$ cat src/rtl/reg_scoreboard_if.sv
// ID/WB-side bundle of the issue-stage scoreboard. With SB_STATS_EN defined it
// also carries the stall_cycles / issue_count statistics outputs.
interface reg_scoreboard_if;
  logic        id_valid;
  logic [4:0]  id_rs;
  logic [4:0]  id_rt;
  logic        id_use_rs;
  logic        id_use_rt;
  logic        id_wen;
  logic [4:0]  id_waddr;
  logic        id_hilo_rd;
  logic        id_mdu_start;
  logic        id_mdu_div;
  logic        wb_wen;
  logic [4:0]  wb_waddr;
  logic        stall;
  logic        issue;
  logic [31:0] busy_vec;
  logic        hilo_busy;
  logic        mdu_done;
  logic        sb_err;
`ifdef SB_STATS_EN
  logic [31:0] stall_cycles;
  logic [31:0] issue_count;

  modport master (
    output id_valid, id_rs, id_rt, id_use_rs, id_use_rt, id_wen, id_waddr,
           id_hilo_rd, id_mdu_start, id_mdu_div, wb_wen, wb_waddr,
    input  stall, issue, busy_vec, hilo_busy, mdu_done, sb_err,
           stall_cycles, issue_count
  );

  modport slave (
    input  id_valid, id_rs, id_rt, id_use_rs, id_use_rt, id_wen, id_waddr,
           id_hilo_rd, id_mdu_start, id_mdu_div, wb_wen, wb_waddr,
    output stall, issue, busy_vec, hilo_busy, mdu_done, sb_err,
           stall_cycles, issue_count
  );
`else
  modport master (
    output id_valid, id_rs, id_rt, id_use_rs, id_use_rt, id_wen, id_waddr,
           id_hilo_rd, id_mdu_start, id_mdu_div, wb_wen, wb_waddr,
    input  stall, issue, busy_vec, hilo_busy, mdu_done, sb_err
  );

  modport slave (
    input  id_valid, id_rs, id_rt, id_use_rs, id_use_rt, id_wen, id_waddr,
           id_hilo_rd, id_mdu_start, id_mdu_div, wb_wen, wb_waddr,
    output stall, issue, busy_vec, hilo_busy, mdu_done, sb_err
  );
`endif
endinterface

$ cat src/rtl/reg_scoreboard.sv
// Issue-stage scoreboard: pending-write counters for GPRs and HI/LO/MDU sequencing.
// Optional statistics counters are built when SB_STATS_EN is defined.
module reg_scoreboard #(
  parameter int CNT_W   = 2,
  parameter int MUL_LAT = 5,
  parameter int DIV_LAT = 32
) (
  input  logic           clock,
  input  logic           reset,
  reg_scoreboard_if.slave sb
);

  localparam logic [CNT_W-1:0] CNT_SAT = {CNT_W{1'b1}};
  localparam int MUL_EFF = (MUL_LAT < 1) ? 1 : MUL_LAT;
  localparam int DIV_EFF = (DIV_LAT < 1) ? 1 : DIV_LAT;
  localparam int LAT_MAX = (MUL_EFF > DIV_EFF) ? MUL_EFF : DIV_EFF;
  localparam int MDU_W   = $clog2(LAT_MAX + 1);
  localparam logic [MDU_W-1:0] MUL_LOAD = MDU_W'(MUL_EFF);
  localparam logic [MDU_W-1:0] DIV_LOAD = MDU_W'(DIV_EFF);

  typedef enum logic [1:0] {
    MDU_IDLE,
    MDU_RUN,
    MDU_DONE
  } mdu_state_t;

  logic [CNT_W-1:0] cnt [32];
  logic [31:0]      inc_vec;
  logic [31:0]      dec_vec;
  logic [31:0]      busy;
  logic             raw_rs;
  logic             raw_rt;
  logic             waw_sat;
  logic             hilo_hz;
  logic             stall_c;
  logic             issue_c;
  logic             wb_orphan;
  logic             err_q;
  logic             mdu_load;

  mdu_state_t       state;
  mdu_state_t       state_nxt;
  logic [MDU_W-1:0] mdu_cnt;
  logic [MDU_W-1:0] mdu_cnt_nxt;

  function automatic logic reg_pending(input logic [4:0] r, input logic [CNT_W-1:0] c);
    return (r != 5'd0) && (c != '0);
  endfunction

  function automatic logic reg_saturated(input logic [4:0] r, input logic [CNT_W-1:0] c);
    return (r != 5'd0) && (c == CNT_SAT);
  endfunction

  // Hazard detection: no WB bypass, the register file commits on the edge
  always_comb begin
    raw_rs  = sb.id_use_rs && reg_pending(sb.id_rs, cnt[sb.id_rs]);
    raw_rt  = sb.id_use_rt && reg_pending(sb.id_rt, cnt[sb.id_rt]);
    waw_sat = sb.id_wen && reg_saturated(sb.id_waddr, cnt[sb.id_waddr]);
    hilo_hz = (sb.id_hilo_rd || sb.id_mdu_start) && (state == MDU_RUN);
    stall_c = sb.id_valid && (raw_rs || raw_rt || waw_sat || hilo_hz);
    issue_c = sb.id_valid && !stall_c;
  end

  always_comb begin
    inc_vec   = '0;
    dec_vec   = '0;
    wb_orphan = 1'b0;
    if (issue_c && sb.id_wen && (sb.id_waddr != 5'd0))
      inc_vec[sb.id_waddr] = 1'b1;
    if (sb.wb_wen && (sb.wb_waddr != 5'd0)) begin
      if (cnt[sb.wb_waddr] != '0)
        dec_vec[sb.wb_waddr] = 1'b1;
      else
        wb_orphan = 1'b1;
    end
  end

  // Counter stage: inc and dec on the same register cancel
  always_ff @(posedge clock) begin
    if (reset) begin
      for (int r = 0; r < 32; r++)
        cnt[r] <= '0;
    end else begin
      cnt[0] <= '0;
      for (int r = 1; r < 32; r++) begin
        if (inc_vec[r] && !dec_vec[r])
          cnt[r] <= cnt[r] + CNT_W'(1);
        else if (dec_vec[r] && !inc_vec[r])
          cnt[r] <= cnt[r] - CNT_W'(1);
      end
    end
  end

  always_ff @(posedge clock) begin
    if (reset)
      err_q <= 1'b0;
    else if (wb_orphan)
      err_q <= 1'b1;
  end

  always_comb begin
    busy = '0;
    for (int r = 1; r < 32; r++)
      busy[r] = (cnt[r] != '0);
  end

  assign mdu_load = issue_c && sb.id_mdu_start;

  // MDU sequencer: RUN holds HI/LO busy, DONE is the one-cycle completion pulse
  always_ff @(posedge clock) begin
    if (reset) begin
      state   <= MDU_IDLE;
      mdu_cnt <= '0;
    end else begin
      state   <= state_nxt;
      mdu_cnt <= mdu_cnt_nxt;
    end
  end

  always_comb begin
    state_nxt   = state;
    mdu_cnt_nxt = mdu_cnt;
    case (state)
      MDU_IDLE, MDU_DONE: begin
        if (mdu_load) begin
          state_nxt   = MDU_RUN;
          mdu_cnt_nxt = sb.id_mdu_div ? DIV_LOAD : MUL_LOAD;
        end else begin
          state_nxt   = MDU_IDLE;
        end
      end
      MDU_RUN: begin
        if (mdu_cnt <= MDU_W'(1)) begin
          state_nxt   = MDU_DONE;
          mdu_cnt_nxt = '0;
        end else begin
          mdu_cnt_nxt = mdu_cnt - MDU_W'(1);
        end
      end
      default: begin
        state_nxt   = MDU_IDLE;
        mdu_cnt_nxt = '0;
      end
    endcase
  end

  assign sb.stall     = stall_c;
  assign sb.issue     = issue_c;
  assign sb.busy_vec  = busy;
  assign sb.hilo_busy = (state == MDU_RUN);
  assign sb.mdu_done  = (state == MDU_DONE);
  assign sb.sb_err    = err_q;

`ifdef SB_STATS_EN
  logic [31:0] stall_cycles;
  logic [31:0] issue_count;

  // Statistics stage: free-running, wrap modulo 2^32
  always_ff @(posedge clock) begin
    if (reset) begin
      stall_cycles <= '0;
      issue_count  <= '0;
    end else begin
      stall_cycles <= stall_cycles + {31'd0, stall_c};
      issue_count  <= issue_count + {31'd0, issue_c};
    end
  end

  assign sb.stall_cycles = stall_cycles;
  assign sb.issue_count  = issue_count;
`endif

endmodule
$ cat src/flat_wrapper.sv
// flat-port wrapper written by rule: the top's interface ports become plain ports
module reg_scoreboard_flat 
#(
  parameter int CNT_W   = 2,
  parameter int MUL_LAT = 5,
  parameter int DIV_LAT = 32
)
  (clock, reset, sb_id_valid, sb_id_rs, sb_id_rt, sb_id_use_rs, sb_id_use_rt, sb_id_wen, sb_id_waddr, sb_id_hilo_rd, sb_id_mdu_start, sb_id_mdu_div, sb_wb_wen, sb_wb_waddr, sb_stall, sb_issue, sb_busy_vec, sb_hilo_busy, sb_mdu_done, sb_sb_err);
  reg_scoreboard_if sb_i ();
  input  logic clock;
  input  logic reset;
  input wire logic [$bits(sb_i.id_valid)-1:0] sb_id_valid;
  input wire logic [$bits(sb_i.id_rs)-1:0] sb_id_rs;
  input wire logic [$bits(sb_i.id_rt)-1:0] sb_id_rt;
  input wire logic [$bits(sb_i.id_use_rs)-1:0] sb_id_use_rs;
  input wire logic [$bits(sb_i.id_use_rt)-1:0] sb_id_use_rt;
  input wire logic [$bits(sb_i.id_wen)-1:0] sb_id_wen;
  input wire logic [$bits(sb_i.id_waddr)-1:0] sb_id_waddr;
  input wire logic [$bits(sb_i.id_hilo_rd)-1:0] sb_id_hilo_rd;
  input wire logic [$bits(sb_i.id_mdu_start)-1:0] sb_id_mdu_start;
  input wire logic [$bits(sb_i.id_mdu_div)-1:0] sb_id_mdu_div;
  input wire logic [$bits(sb_i.wb_wen)-1:0] sb_wb_wen;
  input wire logic [$bits(sb_i.wb_waddr)-1:0] sb_wb_waddr;
  output wire logic [$bits(sb_i.stall)-1:0] sb_stall;
  output wire logic [$bits(sb_i.issue)-1:0] sb_issue;
  output wire logic [$bits(sb_i.busy_vec)-1:0] sb_busy_vec;
  output wire logic [$bits(sb_i.hilo_busy)-1:0] sb_hilo_busy;
  output wire logic [$bits(sb_i.mdu_done)-1:0] sb_mdu_done;
  output wire logic [$bits(sb_i.sb_err)-1:0] sb_sb_err;
  assign sb_i.id_valid = sb_id_valid;
  assign sb_i.id_rs = sb_id_rs;
  assign sb_i.id_rt = sb_id_rt;
  assign sb_i.id_use_rs = sb_id_use_rs;
  assign sb_i.id_use_rt = sb_id_use_rt;
  assign sb_i.id_wen = sb_id_wen;
  assign sb_i.id_waddr = sb_id_waddr;
  assign sb_i.id_hilo_rd = sb_id_hilo_rd;
  assign sb_i.id_mdu_start = sb_id_mdu_start;
  assign sb_i.id_mdu_div = sb_id_mdu_div;
  assign sb_i.wb_wen = sb_wb_wen;
  assign sb_i.wb_waddr = sb_wb_waddr;
  assign sb_stall = sb_i.stall;
  assign sb_issue = sb_i.issue;
  assign sb_busy_vec = sb_i.busy_vec;
  assign sb_hilo_busy = sb_i.hilo_busy;
  assign sb_mdu_done = sb_i.mdu_done;
  assign sb_sb_err = sb_i.sb_err;
  reg_scoreboard #(.CNT_W(CNT_W), .MUL_LAT(MUL_LAT), .DIV_LAT(DIV_LAT)) u_core (.clock(clock), .reset(reset), .sb(sb_i));
endmodule
$ cat config.mk
export PLATFORM = sky130hd
export DESIGN_NAME = reg_scoreboard_flat
export DESIGN_NICKNAME = d
export VERILOG_FILES = /design/src/rtl/reg_scoreboard_if.sv /design/src/rtl/reg_scoreboard.sv /design/src/flat_wrapper.sv
export SDC_FILE = /design/constraint.sdc
export NUM_CORES = 1
export LEC_CHECK = 0
export CAP_MARGIN = 20
export CORE_MARGIN = 3
export CORE_UTILIZATION = 40
export CTS_BUF_LIST = sky130_fd_sc_hd__clkbuf_16
export CTS_CLUSTER_SIZE = 40
export DETAILED_ROUTE_END_ITERATION = 8
export SLEW_MARGIN = 10
export SYNTH_ARGS = -nofsm -noshare
export SYNTH_HDL_FRONTEND = slang
export SYNTH_SLANG_ARGS = --single-unit
$ cat constraint.sdc
create_clock -name clock -period 4.9 [get_ports clock]
set_input_delay 0.98 -clock clock [delete_from_list [all_inputs] [get_ports clock]]
set_output_delay 0.98 -clock clock [all_outputs]
set_load 0.005 [all_outputs]
==> Word-level counts from Yosys, hierarchy flattened <==
Memories as Yosys holds them, arrays and structs flattened.
Index checks and enable logic that the tools add are counted.
{ "op_classes": {"n_addsub": 63, "eq_ne": 5, "n_bitwise": 63, "n_lt_le_gt_ge": 5, "n_div": 0, "reduce_logical": 184, "mux": 299, "n_mul": 0, "shift": 0} }
{ "op_table": {"columns": ["op", "n"], "rows": [
  ["1-bit two-way mux", 225],
  ["2-bit two-way mux", 64],
  ["32-bit two-way mux", 3],
  ["1-bit logical AND", 77],
  ["2-bit nonzero test", 34],
  ["1-bit zero test", 63],
  ["1-bit bitwise OR", 63],
  ["2-bit by 1-bit adder with 2-bit output, second input constant", 31],
  ["2-bit by 1-bit subtractor with 2-bit output, second input constant", 31],
  ["5-bit nonzero test", 4],
  ["6-bit two-way mux", 3],
  ["5-bit by 6-bit less-than comparator with 1-bit output, second input constant", 2],
  ["6-bit case mux with 2 select lines", 1],
  ["1-bit demux with 5-bit select", 2],
  ["5-bit by 1-bit >= comparator with 1-bit output, second input constant", 2],
  ["6-bit by 1-bit less-or-equal comparator with 1-bit output, second input constant", 1],
  ["6-bit by 1-bit subtractor with 6-bit output, second input constant", 1],
  ["2-bit == test, second input constant", 2],
  ["1-bit logical OR", 4],
  ["2-bit by 1-bit != test with 1-bit output, second input constant", 2],
  ["2-bit case mux with 2 select lines", 1],
  ["2-bit by 1-bit == test with 1-bit output, second input constant", 1],
  ["2-bit zero test", 1],
  ["2-bit OR reduction", 1]
]} }
{ "word_totals": {"ff_bits": 9, "out_inout_bits": 37, "input_bits": 30, "mem_bits_rw": 64, "latchBits": 0, "mem_count": 1, "rom_bits": 0} }
{ "mem_list": {"columns": ["name", "words", "word_bits", "rd", "rd_clocked_by_memory_dff", "write_ports", "line_no", "source"], "rows": [
  ["u_core.cnt", 32, 2, 35, 0, 32, "reg_scoreboard.sv:27", "logic [CNT_W-1:0] cnt [32];"]
]} }

==> Logic depth before layout (Yosys ltp) <==
Gate-level depths: netlist of run 1.
An unclocked memory read counts as a cell.
{ "logic_depth": {"ltp_word": 20, "depth_mapped": 13, "depth_no_buf": 9} }

==> Worst setup path before layout of run 1 <==
Ideal clock, no wire load.
{ "synth_timing": {"kind": "input-to-output", "from": "in sb_id_rs[1]", "to": "out sb_stall", "slack_ns": 1.146, "n_path_buf": 1, "required_time_ns": 3.920, "stages": 7, "arrival_ns": 2.774, "path_cell_list": "buf_2 -> mux4_2 -> mux4_2 -> nor2_1 -> or3_1 -> inv_1 -> a21boi_0"} }
{ "synth_between": {"elab_chain_cells": 8, "word_cells_on_any_way": 9} }
{ "synth_rtl": {"columns": ["item", "line_no", "source"], "rows": [
  ["start: declaration", "flat_wrapper.sv:13", "input wire logic [$bits(sb_i.id_rs)-1:0] sb_id_rs;"],
  ["memory 32 x 2 bit", null, null],
  ["2-bit nonzero test", "reg_scoreboard.sv:47", "return (r != 5'd0) && (c != '0);"],
  ["1-bit logical AND (*)", "reg_scoreboard.sv:47", null],
  ["1-bit logical AND (*)", "reg_scoreboard.sv:56", "raw_rs = sb.id_use_rs && reg_pending(sb.id_rs, cnt[sb.id_rs]);"],
  ["1-bit logical OR (*) (3 in a row)", "reg_scoreboard.sv:60", "stall_c = sb.id_valid && (raw_rs || raw_rt || waw_sat || hilo_hz);"],
  ["1-bit logical AND (*)", "reg_scoreboard.sv:60", null],
  ["end: declaration", "flat_wrapper.sv:24", "output wire logic [$bits(sb_i.stall)-1:0] sb_stall;"]
]} }
Every way passes the cells marked *; elsewhere a longest branch is shown, timed or not.

==> Final worst setup path of run 1 <==
{ "layout_timing": {"from": "in sb_id_waddr[4]", "to": "out sb_stall"} }
{ "layout_between": {"elab_chain_cells": 7, "word_cells_on_any_way": 8} }
{ "layout_rtl": {"columns": ["item", "line_no", "source"], "rows": [
  ["start: declaration", "flat_wrapper.sv:18", "input wire logic [$bits(sb_i.id_waddr)-1:0] sb_id_waddr;"],
  ["memory 32 x 2 bit", null, null],
  ["2-bit == test", "reg_scoreboard.sv:51", "return (r != 5'd0) && (c == CNT_SAT);"],
  ["1-bit logical AND (*)", "reg_scoreboard.sv:51", null],
  ["1-bit logical AND (*)", "reg_scoreboard.sv:58", "waw_sat = sb.id_wen && reg_saturated(sb.id_waddr, cnt[sb.id_waddr]);"],
  ["1-bit logical OR (*) (2 in a row)", "reg_scoreboard.sv:60", null],
  ["1-bit logical AND (*)", "reg_scoreboard.sv:60", null]
]} }
Marks and branches as above.

==> flow_metrics.py, run 1 <==
metrics = {
    "outcome": {
        "status": "finished clean",
    },
    "clock_tree": {
        "clk_pin_slew_worst_paths_ns": 0.06,
        "post_cts_buffers": 0,
        "clock_path_buffers": 2,
        "clock_latency_ns": 0.35,
        "htree_levels": 3,
        "cts_made_buffers": 9,
        "cts_tree": "done",
        "cts_root_buf": "clkbuf_16",
        "cts_sinks": 71,
        "holdBufCountCts": 0,
    },
    "floorplan": {
        "die-area_um2": 17100,
        "initial_core_util_pct": 40.9,
        "num_rows": 45,
        "io_pins": 67,
        "die-height_um": 131,
        "die_w_um": 131,
        "core_um2": 15300,
    },
    "setup_path": {
        "worstPathArrival_ns": 3.82,
        "reg2reg_slack_ns": 1.10,
        "worstPathMaxFanout": 13,
        "timing.rr.start": "u_core.cnt[23][0]",
        "worst_path_most_repeated_cell": "clkdlybuf4s50_1",
        "cp-start-kind": "input pin",
        "critPathCaptureType": "output pin",
        "critPathLaunch": "sb_id_waddr[4]",
        "cp_slowest_stage_delay_ns": 0.70,
        "crit_type": "in -> out",
        "critPathSlowestCell": "clkdlybuf4s50_1",
        "crit_chain": "clkdlybuf4s50_1, or3b_2, o21ai_0, a221oi_1, a21oi_1, o2111a_2, nor2_1, a21boi_0, clkdlybuf4s50_1",
        "worstPathRequired_ns": 3.92,
    },
    "grt": {
        "grt_start_max_net_pins": 53,
        "grt_usage_pct": 27.2,
        "antenna_found_initial": 0,
        "grt_first_pass_wirelength_mm": 34.7,
        "grt_pass1_vias": 6061,
        "overflow": 0,
    },
    "timing": {
        "timing.final.crit_share_pct": 97.9,
        "tightest_slew_ns": 1.00,
        "finClkSkew_ns": 0.00457,
        "finalHoldViolCount": 0,
        "fin_crit_ns": 4.80,
        "fin_setup_tns_ns": 0,
        "final-max-slew-violation-count": 0,
        "max_slew_margin_pct": 33.0,
        "setup_viol": 0,
        "rsz0062_at_grt": "no",
        "clock.fmax_mhz": 208,
    },
    "route": {
        "drtPass1Iterations": 5,
        "wl_per_cell_um": 22.9,
        "antenna_left": 0,
        "drt-initial-drc-count": 702,
        "vias": 6238,
        "vias_per_cell": 6.23,
        "drc": 0,
        "wl_mm": 23.0,
    },
    "synth": {
        "synthesis.area_um2": 6240,
        "netlist_instances": 716,
        "syn_area_per_cell_um2": 8.71,
        "yosys.area.top_type": "edfxtp_1",
        "synth_cell_type_count": 72,
        "synthTopCellsByArea": "edfxtp_1 (30%), mux4_2 (8.7%), nor2_1 (4.8%)",
        "async_flop_share_pct": 0,
        "synth.ff_latch_count": 71,
        "syn-num-nets": 749,
        "ys_seq_area_share_pct": 32.7,
        "synth_top_area_share_pct": 29.8,
        "ys_warn_count": 0,
        "synth_edf_count": 62,
        "synth_ff_type": "edfxtp_1",
    },
    "placement": {
        "place_congestion": 0.944,
        "portBuffers": 65,
        "hpwl_mm": 17.2,
        "placement.cell_area_um2": 7250,
    },
    "job": {
        "maxCapViolCount": 0,
    },
    "power": {
        "ir_drop_uv": 137,
        "leakagePower_nw": 2.87,
        "power_density_nw_per_um2": 246,
    },
    "final_layout": {
        "layout.nets": 819,
        "drive_above_1_share_pct": 13.0,
        "diodes": 0,
        "fill_cells": 1476,
        "design_area_um2": 7530,
        "synthToLayoutAreaGrowth_pct": 20.8,
    },
    "worst_hold_path": {
        "holdCritStartpoint": "u_core.sb.sb_err",
        "holdCritPathClass": "reg -> reg",
    },
}
==> registers in the layout (all words and copies together) (netlist names) <==
| name | flops |
|---|---|
| u_core.state | 2 |
| u_core.sb.sb_err | 1 |
| u_core.mdu_cnt | 6 |
| u_core.cnt | 62 |
==> worst max-delay path, delay by kind of cell <==
family / cells / cell delay (ns)
AND/OR/NAND/NOR: 2 / 0.62
buffers and inverters: 2 / 1.23
AO/OA/AOI/OAI: 5 / 0.97
==> cell usage in the layout, fill, tap and decap left out, drive strengths merged, types with 9 or more instances in the layout <==
master,count
dfxtp,9
and3,13
buf,39
edfxtp,62
a211oi,14
inv,55
nand2,60
xor2,22
nor3,18
a21oi,30
nand4,21
or3,26
clkdlybuf4s50,61
clkbuf,9
xnor2,21
mux2i,12
nor3b,14
o21ai,25
nand3,44
nor2,79
mux4,27
or2,9
==> routing by layer <==
metal	wire length, um	up-vias	GRT usage [%]
li1	-	2788	-
met1	9360	3030	35.9
met2	10600	356	43.2
met3	1990	64	4.67
met4	997	0	13.5
met5	0	-	0
==> through the flow <==
step                power [W]  instances  setup WS (ns)  hold WS (ns)  util [%]
floorplan             0.00101        716           1.15         0.461         -
global placement      0.00120        986          0.174         0.454      47.5
detailed placement    0.00121        986          0.149         0.468      47.5
CTS                   0.00185       1002          0.130         0.482      49.3
global route          0.00192       1002         0.0231         0.541      49.4
finish                0.00185       1002          0.102         0.482      49.4
==> timing repair <==
action	CTS	global route
gates resized for setup	0	2
hold endpoints to repair	0	0
endpoints found under the setup margin	0	1
==> report_power, final <==
group | internal (W) | leakage, nW | total, W | switching (W)
clock network | 0.000385 | 0.143 | 0.000645 | 0.000260
registers | 0.000699 | 0.710 | 0.000744 | 0.0000447
logic | 0.000208 | 2.02 | 0.000465 | 0.000257
==> area by class of cell <==
type | count | area, um^2 | area share, %
repair buffers | 102 | 936 | 12.4
inverters | 55 | 206 | 2.74
clock buffers | 9 | 225 | 2.99
clock inverters | 7 | 55.1 | 0.731
multi-input cells | 547 | 3810 | 50.5
flip-flops and latches | 71 | 2040 | 27.1
well taps | 211 | 264 | 3.50
==> cells by family after synthesis <==
family / Yosys count / share of synthesized area, %
and+or+nand+nor: 334 / 28.2
DFF: 71 / 32.7
buffers and inverters: 98 / 6.58
xor gates and xnor gates: 43 / 6.04
AOI/OAI and AO/OA: 122 / 13.0
adders and majority gates: 3 / 0.602
muxes: 44 / 12.8
other: 1 / 0.0601
==> cells in the mapped netlist (6+ instances only) <==
cell type   n
a211oi_1   14
a21o_1      6
a21oi_1    30
a31oi_1     8
and3_1     13
buf_2       6
clkbuf_1   30
dfxtp_1     9
edfxtp_1   62
inv_1      52
mux2i_1    12
mux4_2     24
nand2_1    60
nand3_1    44
nand3b_1    7
nand4_1    21
nand4b_1    7
nor2_1     79
nor3_1     18
nor3b_1    14
nor4_1      6
o21ai_0    25
or2_2       8
or3_1      26
xnor2_1    21
xor2_1     22
==> final timing paths <==
check                 endpoint  depth (start not counted)
min reg2reg   u_core.sb.sb_err                          2
max                   sb_stall                          9
min           u_core.sb.sb_err                          2
max reg2reg  u_core.cnt[20][1]                          9
No activity file was read; power rests on OpenSTA's default activity.
==> run 2, diff against run 1 <==
Settings changed: CORE_ASPECT_RATIO set to 0.9.
==> run 2 against run 1 <==
Effect of this change: non-clock buffer count rose by 3; clock skew rose by 0.0041 ns; flip-flop and latch count did not move; critical path depth did not move; sequential power barely moved; hold slack got worse by 0.0083 ns; count of clock-buffer cells in the layout did not move; global-route usage fell by 1.0 points; wire length fell by 2.6%; largest cell class unchanged.
==> flow_metrics.py, run 2 (synthesized netlist as in run 1, its figures left out) <==
metrics = {
    "outcome": {
        "status": "finished clean",
    },
    "route": {
        "drt-initial-drc-count": 585,
        "vias_per_cell": 6.21,
        "wl_per_cell_um": 22.6,
        "wl_mm": 22.4,
        "vias": 6157,
        "antenna_left": 0,
        "drc": 0,
        "drtPass1Iterations": 6,
    },
    "final_layout": {
        "largest_reg_flops": 62,
        "final_common_cell": "nor2_1",
        "layout_common_cells": "nor2_1 (79), edfxtp_1 (62), clkdlybuf4s50_1 (61)",
        "regMostFlops": "u_core.cnt",
        "design_area_um2": 7550,
        "synthToLayoutAreaGrowth_pct": 21.1,
        "diodes": 0,
        "fill_cells": 1393,
        "drive_above_1_share_pct": 13.7,
        "largestRegisters": "u_core.cnt (62), u_core.mdu_cnt (6), u_core.state (2)",
        "layout.nets": 822,
        "final_core_util_pct": 50.4,
    },
    "job": {
        "maxCapViolCount": 0,
    },
    "setup_path": {
        "cp_num_buf_inv": 3,
        "worstPathArrival_ns": 3.79,
        "crit_type": "in -> out",
        "cp-start-kind": "input pin",
        "critPathSlowestCell": "clkdlybuf4s50_1",
        "timing.rr.start": "u_core.cnt[28][0]",
        "cp_slowest_stage_delay_ns": 0.60,
        "worstReg2RegEnd": "u_core.cnt[4][0]",
        "cp_top_family": "buffers and inverters",
        "reg2reg_slack_ns": 1.27,
        "worst_path_most_repeated_cell": "clkdlybuf4s50_1",
        "crit_chain": "clkdlybuf4s50_1, buf_4, mux4_2, or3b_2, nand4_1, o311a_1, nor2_1, a21boi_0, clkdlybuf4s50_1",
        "critPathCaptureType": "output pin",
        "reg2reg_depth": 9,
        "worstPathRequired_ns": 3.92,
        "worstPathMaxFanout": 14,
    },
    "grt": {
        "overflow": 0,
        "grt_start_max_net_pins": 81,
        "grt_pass1_vias": 5873,
        "grt_usage_pct": 26.2,
        "grt_first_pass_wirelength_mm": 33.9,
        "antenna_found_initial": 0,
    },
    "timing": {
        "fin_setup_tns_ns": 0,
        "timing.final.ws_setup_ns": 0.131,
        "timing.final.crit_share_pct": 97.3,
        "final-max-slew-violation-count": 0,
        "finalHoldViolCount": 0,
        "tightest_slew_ns": 0.840,
        "clock.fmax_mhz": 210,
        "max_slew_margin_pct": 44.0,
        "fin_crit_ns": 4.77,
        "rsz0062_at_grt": "no",
        "setup_viol": 0,
        "finClkSkew_ns": 0.00863,
    },
    "floorplan": {
        "io_pins": 67,
        "core_um2": 15000,
        "die_w_um": 138,
        "die-height_um": 124,
        "die-area_um2": 17100,
        "initial_core_util_pct": 41.7,
        "num_rows": 42,
    },
    "clock_tree": {
        "htree_levels": 3,
        "clk_pin_slew_worst_paths_ns": 0.06,
        "clock_latency_ns": 0.35,
        "cts_sinks": 71,
        "cts_tree": "done",
        "post_cts_buffers": 0,
        "cts_root_buf": "clkbuf_16",
        "cts_made_buffers": 9,
        "clock_path_buffers": 2,
    },
    "placement": {
        "portBuffers": 65,
        "hpwl_mm": 17.3,
        "dpl_worst_slack_ns": 0.142,
        "placement.cell_area_um2": 7260,
        "place_congestion": 1.01,
    },
    "worst_hold_path": {
        "holdCritPathClass": "reg -> reg",
        "holdCritStartpoint": "u_core.sb.sb_err",
        "whs_path_depth": 2,
        "hold_end": "u_core.sb.sb_err",
    },
    "power": {
        "leakagePower_nw": 2.89,
        "ir_drop_uv": 158,
        "power_density_nw_per_um2": 246,
    },
}
## run 2: cell count changes in the layout (fill, tap and decap cells not counted), sizes merged
cell	change
buf	+3
bufinv	-1
clkinv	-2
inv	+3
## run 2: worst max path at each step
stage	start	to	slack, ns	cells past startpoint
final	sb_id_rt[1]	sb_stall	0.13	9
after global routing	sb_id_rt[1]	sb_stall	0.007	9
after CTS	sb_id_rs[1]	sb_stall	0.13	8
after detailed placement	sb_id_waddr[4]	sb_stall	0.14	7
after global placement	sb_id_rs[1]	sb_stall	0.18	8
after floorplan	sb_id_rs[1]	sb_stall	1.15	7
## run 2: cell type report
cell class / count / area (um^2) / area share (%)
sequential: 71 / 2040 / 27.0
clock inverter: 7 / 61.3 / 0.812
timing repair buffer: 105 / 971 / 12.9
clock buffer: 9 / 225 / 2.98
tap: 198 / 248 / 3.28
inverter: 55 / 206 / 2.73
multi-input combinational: 547 / 3800 / 50.3
## run 2: worst register-to-register path: cells and delay by family, from the launching register on
family / cells / cell delay (ns)
buf+inv: 1 / 0.14
mux: 1 / 0.51
compound gates: 1 / 0.17
flops: 1 / 0.47
simple gates: 6 / 2.08
## run 2: metal layers
metal,part of all wire (%),vias to the layer above,global-route usage [%]
met1,42,2967,35.6
met5,0,-,0
met2,46,339,40.5
met4,2.5,0,7.81
li1,-,2809,-
met3,9.7,42,7.31
## run 2: repair_timing
action                     in CTS  in global routing
hold buffers                    0                  0
setup endpoints to repair       0                  1
gates resized for setup         0                  3
## run 2: power by group
group          leakage [nW]  internal (W)  total [W]  switching (W)
Combinational          2.04      0.000210   0.000467       0.000257
Clock                 0.143      0.000353   0.000649       0.000296
Sequential            0.710      0.000699   0.000743      0.0000441
## run 2: stage by stage
step | total power [W] | cells | hold slack, ns
2_1_floorplan | 0.00101 | 716 | 0.461
3_3_place_gp | 0.00120 | 976 | 0.464
3_5_place_dp | 0.00121 | 976 | 0.462
4_1_cts | 0.00186 | 992 | 0.476
5_1_grt | 0.00193 | 992 | 0.495
6_report | 0.00186 | 992 | 0.474
==> run 3, diff against run 2 <==
Settings changed: CTS_CLUSTER_DIAMETER set to 30.
==> results of run 3 <==
Final layout, timing and power as in run 2 (identical DEF).
==> RTL change (flow settings as in run 2) <==
`CNT_W` is set to 2 in 2 places; all go to 4.
--- a/src/rtl/reg_scoreboard.sv
+++ b/src/rtl/reg_scoreboard.sv
@@ -1,7 +1,7 @@
 // Issue-stage scoreboard: pending-write counters for GPRs and HI/LO/MDU sequencing.
 // Optional statistics counters are built when SB_STATS_EN is defined.
 module reg_scoreboard #(
-  parameter int CNT_W   = 2,
+  parameter int CNT_W   = 4,
   parameter int MUL_LAT = 5,
   parameter int DIV_LAT = 32
 ) (
--- a/src/flat_wrapper.sv
+++ b/src/flat_wrapper.sv
@@ -1,7 +1,7 @@
 // flat-port wrapper written by rule: the top's interface ports become plain ports
 module reg_scoreboard_flat 
 #(
-  parameter int CNT_W   = 2,
+  parameter int CNT_W   = 4,
   parameter int MUL_LAT = 5,
   parameter int DIV_LAT = 32
 )
Function: changed (a bounded check fails within 4 cycles, from zero or initial values and one cycle with reset high).
==> RTL change against run 2 <==
Worst setup slack worse by 0.12 ns; sequential cell count up 62; final area increased by 110%; non-clock buffer count rose by 227; hold slack better by 0.031 ns; routed wire length rose by 93%; sequential share of layout area down 2.5 points; synthesized area rose by 93%; power grew 93%; critical path type is now input port to flop; largest cell class unchanged.
==> RTL change: results (changes against run 2) <==
The maximum fanout encountered on the critical timing path is 10 (-4). The sequential element share of the synthesized area is 32.4% (-0.30 points). The number of setup buffers added after CTS is 3 (+3). The number of buffers created by CTS was 17 (+8). The path depth of the worst reg2reg path came to 18 (+9).

The largest individual stage delay along the critical path comes from the cell sky130_fd_sc_hd__mux4_2. The post-CTS clock slew at the launch and capture registers of the worst setup and hold paths is 0.06 ns (about the same). The weighted congestion at the end of routability-driven global placement came out at 0.997 (-1.5%). The sum of met2 wire segment lengths after detailed routing is 19300 um (+86%). The filler-free cell count of the finished design is 1965 (+98%). The share of post-route cells with drive strength above 1 came to 27.0% (+13 points). The total number of H-tree levels was 4 (+1). The part of the power in registers is 39.4% (-0.6 points).

The met3 track utilization from global routing came to 6.80% (-0.51 points). The mean post-synth cell area came to 9.48 sq um (+8.8%). The critical path arrival came out at 5.08 ns (+1.29 ns). The synthesized-area fraction occupied by adder cells is 11.7% (+11 points).

The number of synthesized flops with an enable pin came out at 124 (+100%). The count of filler cells inserted in the layout is 2683 (+93%). The wire length of the first global-routing pass is 65100 um (+92%). After synthesis, the cell types taking the most area are sky130_fd_sc_hd__edfxtp_1 31%, sky130_fd_sc_hd__ha_1 6.8%, sky130_fd_sc_hd__mux4_2 6.2%. The largest registers in the layout are u_core.cnt: 124 flops, u_core.mdu_cnt: 6 flops, u_core.state: 2 flops. The total track usage is 26.7% (+0.48 points). The fraction of synthesized cell area in xor and xnor cells came out at 6.62% (+0.59 points). The average detailed-routed wire length per instance was 22.0 um (-2.5%). The cell count of the worst hold path is 1 (-1). The total nets after synthesis came out at 1395 (+86%). The largest voltage drop on the vdd net came to 0.000257 V (+63%).

The total power draw was 3590 uW (+93%). The post-layout net count came out at 1681 (+100%). The placed instance area came to 14800 sq um (+100%).

The post-synthesis mux area share is 10.4% (-2.4 points). The run finished with clean final reports. The met2 usage in global routing is 40.9% (+0.38 points). The via density per instance came out at 5.89 (-5.0%). The routed length on met3 was 4180 um (+92%). The met1 demand-to-capacity share in global routing is 37.2% (+1.6 points).

The family of cells with the greatest summed delay on the critical path is simple AND/OR/NAND/NOR gates. The switching power summed over all nets is 1080 uW (+82%). The placed wire-length estimate is 33200 um (+92%). The via count of the first global-routing pass came out at 11100 (+88%). The cell count after placement is 1907 (+95%). The post-cts gate resize count came to 3 (+3).

The kind of path behind the tightest hold check is flop to flop. The static leakage power came out at 0.00673 uW (+130%). The clock latency at the later pin of the worst-skew pair is 0.45 ns (+0.10 ns).
-- RTL change: final timing paths --
| kind | startpoint | endpoint | slack, ns |
|---|---|---|---|
| setup reg to reg | u_core.cnt[9][0] | u_core.cnt[25][3] | 0.12 |
| setup / recovery | sb_id_waddr[0] | u_core.cnt[25][3] | 0.01 |
| hold reg to reg | u_core.mdu_cnt[4] | u_core.mdu_cnt[4] | 0.50 |
| hold / removal | u_core.mdu_cnt[4] | u_core.mdu_cnt[4] | 0.50 |
-- RTL change: area by class of cell --
| cell class | count | area, sq um | share of cell area (%) |
|---|---|---|---|
| clock buffers | 17 | 425 | 2.67 |
| well taps | 396 | 495 | 3.11 |
| repair buffers | 332 | 2810 | 17.6 |
| multi-input cells | 953 | 7680 | 48.2 |
| flip-flops and latches | 133 | 3900 | 24.5 |
| inverters | 119 | 447 | 2.80 |
| clock inverters | 15 | 165 | 1.04 |
